File: src/rtl/mar_arb_pkg.sv
// Shared types and widths for the MAR access arbiter.
// State encoding, requester IDs and the round-robin tie-break helper.
package mar_arb_pkg;

  localparam int ADDR_W = 16;
  localparam int DATA_W = 8;

  typedef enum logic [1:0] {
    IDLE = 2'd0,
    LOAD = 2'd1,
    READ = 2'd2,
    DONE = 2'd3
  } state_t;

  typedef enum logic {
    FETCH = 1'b0,
    EXEC  = 1'b1
  } req_id_t;

  // On a tie the requester that was not served last wins.
  function automatic req_id_t rr_pick(
    input logic    fetch,
    input logic    exec,
    input req_id_t last
  );
    if (fetch && exec)
      return (last == EXEC) ? FETCH : EXEC;
    return exec ? EXEC : FETCH;
  endfunction

endpackage

File: src/rtl/mar_arb_wait_cnt.sv
// 4-bit READ wait counter with clear, enable and terminal count.
// Terminal count flags the last wait cycle, i.e. count == LIMIT-1.
module mar_arb_wait_cnt #(
  parameter logic [3:0] LIMIT = 4'd1
) (
  input  logic iClk,
  input  logic iRst_n,
  input  logic iClr,
  input  logic iEn,
  output logic oTc
);

  logic [3:0] cnt;

  always_ff @(posedge iClk) begin
    if (!iRst_n)
      cnt <= 4'd0;
    else if (iClr)
      cnt <= 4'd0;
    else if (iEn)
      cnt <= cnt + 4'd1;
  end

  assign oTc = (cnt == LIMIT - 4'd1);

endmodule

File: src/rtl/mar_access_arbiter.sv
// Arbitrates fetch/execute access to the MAR and memory read path.
// Build option: define MAR_ARB_RR_EN for round-robin tie-breaking.
module mar_access_arbiter
  import mar_arb_pkg::*;
#(
  parameter int unsigned RD_WAIT = 1
) (
  input  logic              iClk,
  input  logic              iRst_n,
  input  logic              iFetchReq,
  input  logic [ADDR_W-1:0] iFetchAddr,
  output logic              oFetchGnt,
  output logic              oFetchDone,
  input  logic              iExecReq,
  input  logic [ADDR_W-1:0] iExecAddr,
  output logic              oExecGnt,
  output logic              oExecDone,
  output logic [ADDR_W-1:0] oMarData,
  output logic              oMarLoad,
  output logic              oMemRd,
  input  logic [DATA_W-1:0] iMemData,
  output logic [DATA_W-1:0] oRdData,
  output logic              oBusy
);

  state_t            state;
  state_t            state_nxt;
  req_id_t           winner;
  req_id_t           pick;
  logic [ADDR_W-1:0] addr_q;
  logic [DATA_W-1:0] data_q;
  logic              any_req;
  logic              grant;
  logic              cnt_clr;
  logic              cnt_en;
  logic              cnt_tc;

  assign any_req = iFetchReq | iExecReq;
  assign grant   = (state == IDLE) && any_req;

`ifdef MAR_ARB_RR_EN
  req_id_t last;

  assign pick = rr_pick(iFetchReq, iExecReq, last);

  always_ff @(posedge iClk) begin
    if (!iRst_n)
      last <= FETCH;
    else if (grant)
      last <= pick;
  end
`else
  assign pick = iExecReq ? EXEC : FETCH;
`endif

  always_ff @(posedge iClk) begin
    if (!iRst_n)
      state <= IDLE;
    else
      state <= state_nxt;
  end

  always_comb begin
    state_nxt = state;
    cnt_clr   = 1'b0;
    cnt_en    = 1'b0;
    unique case (state)
      IDLE: begin
        cnt_clr = 1'b1;
        if (any_req)
          state_nxt = LOAD;
      end
      LOAD: begin
        cnt_clr   = 1'b1;
        state_nxt = READ;
      end
      READ: begin
        cnt_en = 1'b1;
        if (cnt_tc)
          state_nxt = DONE;
      end
      DONE:    state_nxt = IDLE;
      default: state_nxt = IDLE;
    endcase
  end

  // Winner and address are latched at the sampling edge and held
  // until the next grant, so oMarData keeps the last granted address.
  always_ff @(posedge iClk) begin
    if (!iRst_n) begin
      winner <= FETCH;
      addr_q <= '0;
      data_q <= '0;
    end else begin
      if (grant) begin
        winner <= pick;
        addr_q <= (pick == EXEC) ? iExecAddr : iFetchAddr;
      end
      if (state == READ && cnt_tc)
        data_q <= iMemData;
    end
  end

  mar_arb_wait_cnt #(
    .LIMIT (4'(RD_WAIT))
  ) u_wait_cnt (
    .iClk   (iClk),
    .iRst_n (iRst_n),
    .iClr   (cnt_clr),
    .iEn    (cnt_en),
    .oTc    (cnt_tc)
  );

  assign oMarLoad   = (state == LOAD);
  assign oMemRd     = (state == READ);
  assign oBusy      = (state != IDLE);
  assign oFetchGnt  = (state == LOAD) && (winner == FETCH);
  assign oExecGnt   = (state == LOAD) && (winner == EXEC);
  assign oFetchDone = (state == DONE) && (winner == FETCH);
  assign oExecDone  = (state == DONE) && (winner == EXEC);
  assign oMarData   = addr_q;
  assign oRdData    = data_q;

endmodule

File: config.mk
export PLATFORM = sky130hd
export DESIGN_NAME = mar_access_arbiter
export DESIGN_NICKNAME = d
export VERILOG_FILES = /design/src/rtl/mar_arb_pkg.sv /design/src/rtl/mar_arb_wait_cnt.sv /design/src/rtl/mar_access_arbiter.sv
export SDC_FILE = /design/constraint.sdc
export NUM_CORES = 1
export LEC_CHECK = 0
export CORE_MARGIN = 2
export CORE_UTILIZATION = 40
export DETAILED_ROUTE_END_ITERATION = 6
export PLACE_DENSITY_LB_ADDON = 0.3
export SKIP_CTS_REPAIR_TIMING = 1
export SYNTH_ARGS = -nofsm -noshare
export SYNTH_HDL_FRONTEND = slang
export SYNTH_SLANG_ARGS = --single-unit
export TNS_END_PERCENT = 30
File: constraint.sdc
create_clock -name iClk -period 1.67 [get_ports iClk]
set_input_delay 0.167 -clock iClk [delete_from_list [all_inputs] [get_ports iClk]]
set_output_delay 0.167 -clock iClk [all_outputs]
set_load 0.05 [all_outputs]
## After elaboration in Yosys (flattened, before gate mapping)

Cells that the tools add are included.

- Output and inout port bits: 31
- Flip-flop bits (word level): 31
- Input bits: 44

- Muxes and demuxes: 7
- Bitwise operators: 3
- $add $sub $neg: 1
- Reduce and logical (&&, ||, !) cells: 12
- Eq/ne operators: 5

Operator list:

| cell | number |
|---|---|
| 16-bit 2-to-1 mux | 1 |
| 2-bit one-hot mux with 4 select lines | 1 |
| 1-bit logical AND | 6 |
| 4-bit by 1-bit adder with 4-bit output (second input constant) | 1 |
| 2-bit == test (second input constant) | 2 |
| 4-bit zero test | 1 |
| 2-bit 2-to-1 mux | 2 |
| 2-bit OR reduction | 2 |
| 1-bit 2-to-1 mux | 3 |
| 2-bit by 1-bit == test with 1-bit output (second input constant) | 1 |
| 2-bit zero test | 1 |
| 2-bit by 1-bit inequality test with 1-bit output (second input constant) | 1 |
| 2-bit inequality test (second input constant) | 1 |
| 1-bit inverter | 2 |
| 2-bit AND reduction | 1 |
| 2-bit nonzero test | 1 |
| 1-bit bitwise OR | 1 |

## Longest topological paths before layout

- Word-level depth: 4
- Gate-level depth with buffers: 7
- Gate-level depth less buffers: 5

## By module

Synthesis repeated with hierarchy kept, for this count alone.

- Cells, all modules: 154
- Area total of the unflattened synthesis: 1492.7 um2

By module, submodules not included:

| module | cells each | area each (um2) | instances |
|---|---|---|---|
| mar_access_arbiter | 133 | 1283.7 | 1 |
| mar_arb_wait_cnt | 21 | 209.0 | 1 |

## Worst setup path after synthesis

Ideal clock, no wire load.

- Path kind: reg-to-output
- Start: register state[1]
- End: output oFetchGnt
- Slack: -186 ps
- Required time: 1503 ps
- Stages on the path, launching flop included: 4
- Arrival: 1689 ps
- Cells stage by stage: dfxtp_1 inv_1 ha_1 nor2b_1

- Cells in the longest elaborated chain, start to end: 2

Ends and longest elaborated chain:

| item | line | RTL |
|---|---|---|
| from (decl) | mar_access_arbiter.sv:26 | `state_t state;` |
| from (signal assigned) | mar_access_arbiter.sv:60 | `state <= state_nxt;` |
| 2-bit by 1-bit == test with 1-bit output | -- |  |
| via oMarLoad | mar_access_arbiter.sv:19 | `output logic oMarLoad,` |
| 1-bit logical AND | mar_access_arbiter.sv:117 | `assign oFetchGnt = (state == LOAD) && (winner == FETCH);` |
| to (decl) | mar_access_arbiter.sv:12 | `output logic oFetchGnt,` |

The timed path passes the listed nets, and every way through them passes these cells.

## Worst setup path in the final report

- Start: register addr_q[0], in the netlist oMarData[0]
- End: output oMarData[0]

RTL lines:

| item | line | RTL |
|---|---|---|
| from (decl) | mar_access_arbiter.sv:30 | `logic [ADDR_W-1:0] addr_q;` |
| from (signal assigned) | mar_access_arbiter.sv:97 | `addr_q <= (pick == EXEC) ? iExecAddr : iFetchAddr;` |
| to (decl) | mar_access_arbiter.sv:18 | `output logic [ADDR_W-1:0] oMarData,` |

No word-level cell between the ends.

==> impl_results.md <==
* Initial drt markers at 17
* CTS buffer count at 5
* Final Max Slew Viols at 0
* Total inserted antenna cells at 0
* Overall power at 4.19 mW
* Vias in the first global route at between 1000 and 1500
* Syn Inst Count at 146
* Synth top cells by count: dfxtp_1, mux2i_1, nand2_1, o211a_1, nor2b_1
* TritonCTS Sinks at 31
* Final Hold Vio Count at 0
* Post-synth net total at 197
* Overall routed net length at 3630 µm
* Critical path's slowest cell: clkdlybuf4s50_1
* CP Depth at 1
* Cell family with most CP delay: buffers and inverters
* F_max at 0.619 GHz
* Clock Skew at 2.54 ps
* H-tree lvl count at 2
* Largest area contributor in the netlist: dfxtp_1
* TritonCTS clock tree: done
* Initial Util at 41.6%
* First-pass GRT wire length at slightly below 6000 µm
* Ranking of synthesized cells by area: dfxtp_1, mux2i_1, o211a_1
* Unique cell type count in the Yosys netlist at 24
* Post-synth EDFFs at 0
* Final nets at 273
* Largest net degree at the start of global routing at 33
* Met3 routed WL at approximately 360 µm
* DP Worst Slack at 130 ps
* Crit. End Element: primary output
* DP HPWL at 2890 µm
* Die area at between 4000 and 5000 µm²
* Clock Path Buffers at 2
* Synth top area share at 40.7%
* Final ANT Viol Nets at 0
* WL/cell at 13.4 µm
* Min setup slack post-route at 53.2 ps
* Synthesis-to-layout area growth at 61.1%
* GRT Util Overall at 18.3%
* Met1 Wirelength at 1460 µm
* Worst stage delay on the critical path at 840 ps
* Layout cells sized above 1 at 12.1%
* GRT Residual Overflow at 0
* Setup TNS at 0 ps
* Max capacitance violation total at 0
* CP Data Arrival Time at 1450 ps
* Fillcell total at roughly 290
* Via density at 4.82
* Worst-path clk slew at 60 ps
* Clock latency on the worst-skew pair at between 200 and 300 ps
* Peak VDD IR at 0.927 mV
* Post-Syn Area per Cell at around 10 µm²
* CP max FO at 2
* Slew margin rel. at between 60% and 70%
* Ys Warns at 0
* Die extent in x at around 66 µm
* Final Critical Period at 1620 ps
* Syn Std Cell Area at 1520 µm²
* Tightest Pin Transition at 540 ps
* Final period util at 96.8%
* Yosys reg bits at 31
* Worst Reg2Reg Path Length in Cells at 5
* Crit-path cells: clkdlybuf4s50_1
* Vias at 1307
* Lkg Pwr at 1.13 nW
* Port Buffer Count at 74
* Worst Hold Depth at 1
* Hold Crit Class: reg -> reg
* Highest Signal Layer: met4
* Outcome: completed
* CP Launch Type: flip-flop
* Antenna violations before repair at 0
* Final setup viols at 0
* DRC Markers at 0
* Row count at 22
* Core Area at ~3700 µm²
* Cell area power density at 1710 nW/µm²
* Main synth FF type: dfxtp_1
* Root Driver: clkbuf_8
* Required time of the critical path at 1500 ps
* Top Ports at 75
* Sequential fraction of the synthesis area at ~41%
* Post-synth ARST share at 0%
* Routed wl met2 at 1740 µm
* Placer's final routability congestion estimate at 0.759
* Worst setup path class: reg -> out
* Worst Path Buf+Inv at 1
* DRT Pass-1 Iters at 4
* Die height at 65.7 µm
* Most frequent cell after synthesis: dfxtp_1
* RSZ-0062 raised after global routing: no
==> layer usage <==
| layer | global-route usage [%] | vias up |
|---|---|---|
| met3 | 7.19 | 5 |
| met1 | 18.7 | 587 |
| li1 | - | 656 |
| met4 | 8.59 | 0 |
| met5 | 0 | - |
| met2 | 32.4 | 59 |
==> path summary, 6_finish.rpt <==
check | slack, ps | from | to
worst min register to register | 500 | oMarData[9] | oMarData[9]
worst max register to register | 220 | state[1] | oMarData[4]
worst min-delay path | 500 | oMarData[9] | oMarData[9]
worst max-delay path | 50 | oMarData[0] | oMarData[0]
==> stage by stage <==
stage | area (µm²) | util (%) | hold slack (ps) | instances
after floorplan | 1530 | - | 336 | 146
after CTS | 2450 | 67.1 | 502 | 271
after detailed placement | 2350 | 64.3 | 488 | 263
after global routing | 2450 | 67.1 | 526 | 271
after global placement | 2350 | 64.3 | 482 | 263
final | 2450 | 67.1 | 499 | 271
==> layout by cell type, fill, tap and decap left out, drive strengths merged <==
cell           count
clkdlybuf4s50     64
dfxtp             31
mux2i             26
nand2             21
o211a             16
buf               15
nor2b             11
clkbuf             8
ha                 7
inv                5
nor2               5
and2               2
xor2               2
o21a               2
or3b               1
nor3b              1
a21oi              1
a22oi              1
and4bb             1
nand4              1
o31a               1
xnor2              1
==> state kept, by name, summed over array words and instances (netlist names) <==
name            cells
oMarData           16
oRdData             8
state               2
u_wait_cnt.cnt      4
winner              1
==> cell families after synthesis <==
kind of cell,synth area share (%)
buf+inv,6.98
mux,17.1
simple gates,14.0
fa+ha+maj,5.75
compound gates,13.7
flops,40.7
xor+xnor,1.72
==> where the power goes <==
part           switching, mW  internal, mW
Sequential             0.138         0.963
Combinational           1.46         0.999
Clock                  0.255         0.375
Total                   1.85          2.34
==> layout make-up <==
class | instances | area (µm²) | area share (%)
Clock buffer | 8 | 100 | 4.08
Inverter | 5 | 18.8 | 0.765
Multi-Input combinational cell | 100 | 802 | 32.7
Sequential cell | 31 | 621 | 25.3
Tap cell | 48 | 60.1 | 2.45
Timing Repair Buffer | 79 | 853 | 34.8
No activity file was read; power rests on OpenSTA's default activity.
==> RTL change: new RTL, config.mk and constraints unchanged <==
Re-encode `state_t` (4 states) as one-hot, 4 bits wide.
--- a/src/rtl/mar_arb_pkg.sv
+++ b/src/rtl/mar_arb_pkg.sv
@@ -5,11 +5,11 @@
   localparam int ADDR_W = 16;
   localparam int DATA_W = 8;
 
-  typedef enum logic [1:0] {
-    IDLE = 2'd0,
-    LOAD = 2'd1,
-    READ = 2'd2,
-    DONE = 2'd3
+  typedef enum logic [3:0] {
+    IDLE = 4'b0001,
+    LOAD = 4'b0010,
+    READ = 4'b0100,
+    DONE = 4'b1000
   } state_t;
 
   typedef enum logic {
Check against the original RTL: no difference found for any inputs over 10 cycles, from zero or initial values and one cycle with iRst_n low; not proved beyond that.
==> RTL change against the unedited design <==
- the run now ends with negative setup slack left
- non-clock buffer count rose by 9
- sequential cell count grew 2
- utilization grew 2.1 points
- wire length up 7.6%
- cell area increased by 3.2%
- area after synthesis rose by 0.66%
- critical path depth up 3
- worst setup slack lost 130 ps
- critical path type unchanged
- highest routed layer unchanged
Power is not compared: it rests on default switching activity, and its combinational part moved more than twofold at a synthesized area within 25%.
==> RTL change: results (changes against the unedited design) <==
Final layout
  • Fin cells: 293 (was 271)
  • Max reg flops: 16 (unchanged)
  • Layout cells sized above 1: 0.200 (was 0.121)

Timing
  • Setup ws final: -73.8 ps (was 53.2 ps)
  • Headroom to the max-slew limit: 0.649 (was 0.639)
  • Skew final: 3.99 ps (was 2.54 ps)
  • Setup Viol. Count Final: 2 (was 0)

Place
  • Dpl cells: 283 (was 263)
  • Hpwl dp: 2.90 mm (was 2.89 mm)
  • GP Congestion: 0.744 (was 0.759)
  • DP Worst Slack: 15.4 ps (was 130 ps)

Routing
  • Met1 WL: 1.66 mm (was 1.46 mm)
  • Number of DRC markers in iteration 0: 56 (was 17)
  • Vias per cell: 5.10 (was 4.82)
  • Met2 routed WL: 1.94 mm (was 1.74 mm)
  • Avg WL per Cell: 13.3 um (was 13.4 um)
  • Met3 WL: 247 um (was 358 um)

CTS
  • Clock Path Buffers: 2 (unchanged)
  • Worst-path clk slew: 60 ps (about the same)

Critical path
  • Worst stage delay on the critical path: 580 ps (was 840 ps)
  • Crit Path Max Fanout: 4 (was 2)
  • Arr. time, crit path: 1580 ps (was 1450 ps)
  • CP delay by family, top: simple AND/OR/NAND/NOR gates (was buffers and inverters)
  • Worst path slowest cell: or4b_4 (was clkdlybuf4s50_1)

Synthesis
  • YS warnings: 0 (unchanged)
  • Count of cell types in the netlist: 28 (was 24)
  • Post-synthesis sequential area ratio: 0.431 (was 0.407)
  • Synth area leaders: dfxtp_1 43%, mux2i_1 10%, o211a_1 10% (was dfxtp_1 41%, mux2i_1 17%, o211a_1 11%)
  • Mapped Cells: 165 (was 146)
  • Most frequent cells after synthesis: 33 x dfxtp_1, 26 x nand3_1, 16 x mux2i_1, 16 x o211a_1, 12 x o21ai_0 (was 31 x dfxtp_1, 26 x mux2i_1, 21 x nand2_1)
  • Syn nets: 211 (was 197)

GRT
  • GR Layer Usage met2: 0.321 (was 0.324)
  • Number of global-route vias before repair: 1,427 (was 1,351)
  • Largest net degree at the start of global routing: 19 (was 33)
  • Gr usage total: 0.184 (was 0.183)
  • Met1 Track Usage GR: 0.200 (was 0.187)
  • Met3 GRT Util: 0.0596 (was 0.0719)
  • First-pass GRT wire length: 6.11 mm (was 5.91 mm)

Status
  • Status: complete, but fails checks (was finished clean)
  • Failing checks: negative setup slack

Worst hold path
  • Tightest Hold Check Type: primary input to register (was register to register)
## RTL change: stage by stage
| step | setup TNS [ps] | hold slack, ps | cell area, um^2 | util |
|---|---|---|---|---|
| after CTS | -963 | 456 | 2480 | 0.678 |
| after detailed placement | 0 | 471 | 2400 | 0.655 |
| after floorplan | -92.5 | 314 | 1550 | - |
| after global placement | 0 | 463 | 2400 | 0.655 |
| after global routing | -316 | 468 | 2530 | 0.692 |
| final | -108 | 458 | 2530 | 0.692 |
## RTL change: cell families (layout without fill, tap and decap cells)
logic type | count (synthesis) | after routing | synth area share
buffers and inverters | 22 | 102 | 0.0661
flip-flops | 33 | 33 | 0.431
AND/OR/NAND/NOR | 49 | 49 | 0.173
multiplexers | 16 | 16 | 0.104
AO/OA/AOI/OAI | 43 | 43 | 0.210
adder cells (fa/ha/maj) | 2 | 2 | 0.0163
## RTL change: worst paths after layout
path,startpoint,end,slack (ps),depth (start not counted)
hold reg to reg,oRdData[1]$_SDFFE_PN0P_,oRdData[1]$_SDFFE_PN0P_,470,2
hold / removal,iMemData[4],oRdData[4]$_SDFFE_PN0P_,460,3
setup reg to reg,state[1]$_SDFFE_PN0P_,u_wait_cnt.cnt[3]$_SDFFE_PP0N_,160,3
setup / recovery,state[0]$_SDFFE_PN1P_,oExecGnt,-70,4
## RTL change: area by class of cell
cell class / count / area [um^2]
fillers: 296 / 1130
clock buffers: 7 / 86.3
repair buffers: 88 / 881
flip-flops and latches: 33 / 663
well taps: 48 / 60.1
multi-input cells: 110 / 800
inverters: 7 / 42.5
## RTL change: report_power, final
group | internal [W] | switching, W | total, W
clock | 0.000327 | 0.000268 | 0.000595
sequential | 0.000864 | 0.0000445 | 0.000908
combinational | 0.000320 | 0.000441 | 0.000761
total | 0.00151 | 0.000754 | 0.00226
